[src/rtl/irq_ctrl_pkg.sv]
// Shared constants for the interrupt controller: register offsets and field widths.
package irq_ctrl_pkg;
  localparam logic [31:0] IRQ_ENABLE  = 32'h00;
  localparam logic [31:0] IRQ_PENDING = 32'h04;
  localparam logic [31:0] IRQ_MODE    = 32'h08;
  localparam logic [31:0] IRQ_CLAIM   = 32'h0C;
  localparam logic [31:0] IRQ_COUNT   = 32'h10;

  localparam int COUNT_W  = 8;
  localparam int NSRC_MAX = 8;
endpackage

[src/rtl/irq_prio_enc.sv]
// Lowest-index-first priority encoder; id is 1-based so 0 can mean "nothing active".
module irq_prio_enc #(
  parameter int NSRC = 4
) (
  input  logic [NSRC-1:0] req_i,
  output logic            valid_o,
  output logic [3:0]      id_o
);
  always_comb begin
    valid_o = 1'b0;
    id_o    = 4'd0;
    // Scan downwards so the lowest active index is the last one written.
    for (int i = NSRC - 1; i >= 0; i--) begin
      if (req_i[i]) begin
        valid_o = 1'b1;
        id_o    = 4'(i + 1);
      end
    end
  end
endmodule

[src/rtl/irq_ctrl.sv]
// Interrupt controller: edge/level event capture, W1C pending, per-source enable,
// source-0 event counter and a claim register, on the timer_ip style slave bus.
module irq_ctrl
  import irq_ctrl_pkg::*;
#(
  parameter int NSRC = 4
) (
  input  logic            clk_i,
  input  logic            resetn_i,
  input  logic            sel_i,
  input  logic            we_i,
  input  logic [31:0]     addr_i,
  input  logic [31:0]     wdata_i,
  output logic [31:0]     rdata_o,
  input  logic [NSRC-1:0] src_in_i,
  output logic            irq_o
);
  logic [NSRC-1:0]    enable_q, enable_d;
  logic [NSRC-1:0]    pending_q, pending_d;
  logic [NSRC-1:0]    mode_q, mode_d;
  logic [NSRC-1:0]    src_q, src_d;
  logic [COUNT_W-1:0] count_q, count_d, count_base;
  logic [NSRC-1:0]    evt, clr;
  logic               wr, wr_en, wr_pend, wr_mode, wr_cnt;
  logic               claim_valid;
  logic [3:0]         claim_id;
  logic               unused_bits;

  assign unused_bits = ^{addr_i[31:5], addr_i[1:0], wdata_i[31:NSRC]};

  assign wr      = sel_i && we_i;
  assign wr_en   = wr && (addr_i[4:2] == IRQ_ENABLE[4:2]);
  assign wr_pend = wr && (addr_i[4:2] == IRQ_PENDING[4:2]);
  assign wr_mode = wr && (addr_i[4:2] == IRQ_MODE[4:2]);
  assign wr_cnt  = wr && (addr_i[4:2] == IRQ_COUNT[4:2]);

  // Level sources follow the pin; edge sources fire only on a 0->1 transition.
  assign evt = (mode_q & src_in_i) | (~mode_q & src_in_i & ~src_q);
  assign clr = wr_pend ? wdata_i[NSRC-1:0] : '0;

  always_comb begin
    enable_d   = wr_en   ? wdata_i[NSRC-1:0] : enable_q;
    mode_d     = wr_mode ? wdata_i[NSRC-1:0] : mode_q;
    pending_d  = (pending_q & ~clr) | evt;
    src_d      = src_in_i;
    count_base = wr_cnt ? '0 : count_q;
    count_d    = count_base;
    if (evt[0] && (count_base != '1)) begin
      count_d = count_base + COUNT_W'(1);
    end
  end

  always_ff @(posedge clk_i) begin
    if (!resetn_i) begin
      enable_q  <= '0;
      pending_q <= '0;
      mode_q    <= '0;
      src_q     <= '1;
      count_q   <= '0;
    end else begin
      enable_q  <= enable_d;
      pending_q <= pending_d;
      mode_q    <= mode_d;
      src_q     <= src_d;
      count_q   <= count_d;
    end
  end

  irq_prio_enc #(.NSRC(NSRC)) u_prio_enc (
    .req_i   (pending_q & enable_q),
    .valid_o (claim_valid),
    .id_o    (claim_id)
  );

  assign irq_o = |(pending_q & enable_q);

  always_comb begin
    rdata_o = '0;
    if (sel_i && !we_i) begin
      case (addr_i[4:2])
        IRQ_ENABLE[4:2]:  rdata_o[NSRC-1:0]    = enable_q;
        IRQ_PENDING[4:2]: rdata_o[NSRC-1:0]    = pending_q;
        IRQ_MODE[4:2]:    rdata_o[NSRC-1:0]    = mode_q;
        IRQ_CLAIM[4:2]:   rdata_o[3:0]         = claim_valid ? claim_id : 4'd0;
        IRQ_COUNT[4:2]:   rdata_o[COUNT_W-1:0] = count_q;
        default:          rdata_o              = '0;
      endcase
    end
  end
endmodule

[config.mk]
export PLATFORM = sky130hd
export DESIGN_NAME = irq_ctrl
export DESIGN_NICKNAME = d
export VERILOG_FILES = /design/src/rtl/irq_ctrl_pkg.sv /design/src/rtl/irq_prio_enc.sv /design/src/rtl/irq_ctrl.sv
export SDC_FILE = /design/constraint.sdc
export NUM_CORES = 1
export LEC_CHECK = 0
export BUFFER_PORTS_ARGS = -buffer_cell sky130_fd_sc_hd__buf_2
export CORE_UTILIZATION = 37
export CTS_CLUSTER_DIAMETER = 40
export DETAILED_ROUTE_END_ITERATION = 6
export PLACE_DENSITY = 0.72
export REMOVE_ABC_BUFFERS = 1
export SLEW_MARGIN = 20
export SYNTH_ARGS = -nofsm -noshare
export SYNTH_HDL_FRONTEND = slang
export SYNTH_SLANG_ARGS = --single-unit
[constraint.sdc]
create_clock -name clk_i -period 2 [get_ports clk_i]
set_input_delay 0.2 -clock clk_i [delete_from_list [all_inputs] [get_ports clk_i]]
set_output_delay 0.2 -clock clk_i [all_outputs]
set_load 0.02 [all_outputs]
==> results.py <==
metrics = {
    "synthesis": {
        "synth-seq-cells": 24,
        "synth_xor_area_share_pct": 0,
        "synth_warnings": 0,
        "synthCells": 189,
        "ys_seq_area_share_pct": 31.68,
        "synthTopCellsByArea": "dfxtp_1, buf_4, mux2i_1",
        "synth_edf_count": 0,
        "synth_compound_area_share_pct": 19.64,
        "syn_avg_cell_area_um2": 8.024,
        "yosysTopAreaCellShare_pct": 31.68,
        "synth_common_cells": "buf_4, dfxtp_1, nor2_1",
        "syn_area_um2": 1516,
        "synthSimpleGateAreaFrac_pct": 23.02,
        "synthMuxAreaShare_pct": 7.921,
        "synth_fa_ha_area_share_pct": 0.8251,
        "synth_top_family_by_area": "simple AND/OR/NAND/NOR gates",
        "dominantRegCellSynth": "dfxtp_1",
        "yosysUniqueCellTypes": 43,
        "synth_async_sr_flop_share_pct": 0,
        "synth_area_leader_cell": "dfxtp_1",
    },
    "detailed_routing": {
        "routed_wirelength_um": 3208,
        "routedWlPerCell_um": 11.97,
        "drt_iter0_drc": 117,
        "detail-route-antenna-nets": 0,
        "viasPerCell": 5.134,
        "first_pass_iters": 4,
        "vias": 1376,
        "drc_errors": 0,
    },
    "floorplanning": {
        "core_area_um2": 3799,
        "ios": 105,
        "start_util_pct": 39.92,
        "die_h_um": 66.02,
        "num_rows": 22,
        "die_w_um": 66.02,
        "dieArea_um2": 4359,
    },
    "power": {
        "comb_power_share_pct": 12.9,
        "power_leakage_nw": 0.7373,
        "sequentialPowerShare_pct": 46.9,
        "p_switching_uw": 260.9,
        "ir_worst_vdd_v": 0.0002838,
        "power_frac_clock_pct": 40.1,
        "p_int_uw": 802.2,
        "netSwitchingFraction_pct": 24.54,
        "power.density_nw_per_um2": 612.6,
    },
    "clock_network": {
        "clock_sinks": 24,
        "post_cts_buffers": 0,
        "cts.clk_slew.worst_paths_ns": 0.09,
        "root_buffer": "clkbuf_8",
        "cts.path.max_buffers": 2,
        "clk_latency_ns": 0.27,
        "htreeDepth": 1,
        "cts.hold.buffers_added": 0,
        "cts_buffers": 3,
        "cts_tree": "built",
        "ctsResizeCount": 0,
    },
    "timing": {
        "setup_tns_ns": 0,
        "max_freq_ghz": 0.5298,
        "min_period_over_period_pct": 94.38,
        "hold_viol": 0,
        "slew_viol_final": 0,
        "finalClockSkew_ns": 0.004274,
        "layout_min_cycle_time_ns": 1.888,
        "setup_viol": 0,
        "setup_slack_ns": 0.1125,
        "rsz0062_at_grt": "false",
    },
    "grt": {
        "antenna_found_initial": 0,
        "grt_pass1_wl_um": 5306,
        "grt_max_degree": 16,
        "grt.overflow.total": 0,
        "grt_pass1_vias": 1143,
        "globalRouteTotalUtil_pct": 16.01,
    },
    "placement": {
        "place_congestion": 0.8191,
        "placed_cell_area_um2": 1657,
        "port_buffers": 23,
        "place_ws_ns": -0.08740,
        "hpwl_um": 2407,
    },
    "critical_path": {
        "path_class": "reg2out",
        "worst_setup_path_startpoint": "pending_q[2]$_SDFF_PN0_",
        "endpoint_kind": "output port",
        "critPathMaxFanout": 4,
        "arrival_ns": 1.69,
        "crit_path_start_kind": "flip-flop",
        "required_ns": 1.80,
        "rrSetupSlack_ns": 0.22,
        "r2r_end": "count_q[1]$_SDFF_PN0_",
        "ff2ff_path_depth": 6,
        "reg2reg_from": "count_q[0]$_SDFF_PN0_",
        "crit_end": "rdata_o[2]",
    },
    "layout": {
        "multiInputGateArea_um2": 877.1,
        "areaGrowthSynthToFinish_pct": 14.44,
        "n_fill_cell": 385,
        "n_antenna_cell": 0,
        "fin_util_pct": 45.69,
        "final_layout_size_suffix_gt1_share_pct": 19.55,
        "regArea_um2": 480.5,
        "finalNetCount": 294,
        "fin_area_um2": 1735,
    },
    "job": {
        "max-cap-violations": 0,
    },
    "outcome": {
        "status": "complete, no violations",
    },
    "hold_path": {
        "hp-class": "in2reg",
    },
}
[worst max-delay path, cell delays in order (launching register included)]
cell,delay (ns)
dfxtp_1,0.35
a22oi_1,0.30
nand3_1,0.12
or2_2,0.28
a31oi_1,0.17
buf_2,0.19
[power groups by stage]
stage	sequential [mW]	combinational (mW)	clock, mW
after global routing	0.501	0.154	0.449
after detailed placement	0.510	0.136	0
after floorplan	0.507	0.0861	0
after global placement	0.510	0.135	0
after CTS	0.499	0.137	0.433
final	0.499	0.137	0.426
[cells by family after synthesis]
group / count (synthesis)
AOI/OAI and AO/OA: 42
adders and majority gates: 1
muxes: 12
DFF: 24
and+or+nand+nor: 66
other: 1
buffers and inverters: 43
[cells in the final DEF, fill, tap and decap left out, types with 3 or more instances in the layout]
cell / synthesis / routed
o21ai_0: 8 / 8
nor2_1: 17 / 17
clkbuf_8: 0 / 3
nand2b_1: 7 / 7
inv_1: 12 / 12
a21oi_1: 10 / 10
dfxtp_1: 24 / 24
nand3_1: 10 / 10
buf_2: 1 / 23
nand2_1: 12 / 12
a2bb2oi_1: 4 / 4
nor2b_1: 4 / 4
buf_4: 24 / 11
mux2i_1: 12 / 12
conb_1: 1 / 24
[state kept, by name (all words and copies together), names as in the netlist]
name	count
count_q	8
enable_q	4
mode_q	4
pending_q	4
src_q	4
[layer usage]
| metal | track usage, % | wire, um |
|---|---|---|
| met1 | 21.47 | 1511 |
| met2 | 25.00 | 1461 |
| met3 | 2.586 | 178 |
| met4 | 7.181 | 57 |
| met5 | 0 | 0 |
[final cells by class]
cell class | count | area share (%)
clock buffer | 3 | 2.379
clock inverter | 1 | 1.730
inverter | 13 | 2.812
multi-input combinational | 145 | 50.54
sequential | 24 | 27.69
tap | 48 | 3.461
timing repair buffer | 34 | 11.39
[worst min path at each step]
stage	cells after the start	endpoint	start
after floorplan	1	src_q[0]$_SDFF_PN1_	resetn_i
after global placement	2	src_q[2]$_SDFF_PN1_	src_in_i[2]
after detailed placement	2	src_q[2]$_SDFF_PN1_	src_in_i[2]
after CTS	2	src_q[2]$_SDFF_PN1_	src_in_i[2]
after global routing	2	src_q[2]$_SDFF_PN1_	src_in_i[2]
final	2	src_q[3]$_SDFF_PN1_	src_in_i[3]
[stage by stage]
step / std cells / hold slack [ns] / total power [mW]
6_report: 268 / 0.1194 / 1.063
5_1_grt: 268 / 0.1410 / 1.104
4_1_cts: 268 / 0.1220 / 1.069
3_5_place_dp: 264 / 0.4020 / 0.6464
3_3_place_gp: 264 / 0.3987 / 0.6447
2_1_floorplan: 182 / 0.2700 / 0.5934
Power figures use the tool's default switching activity.
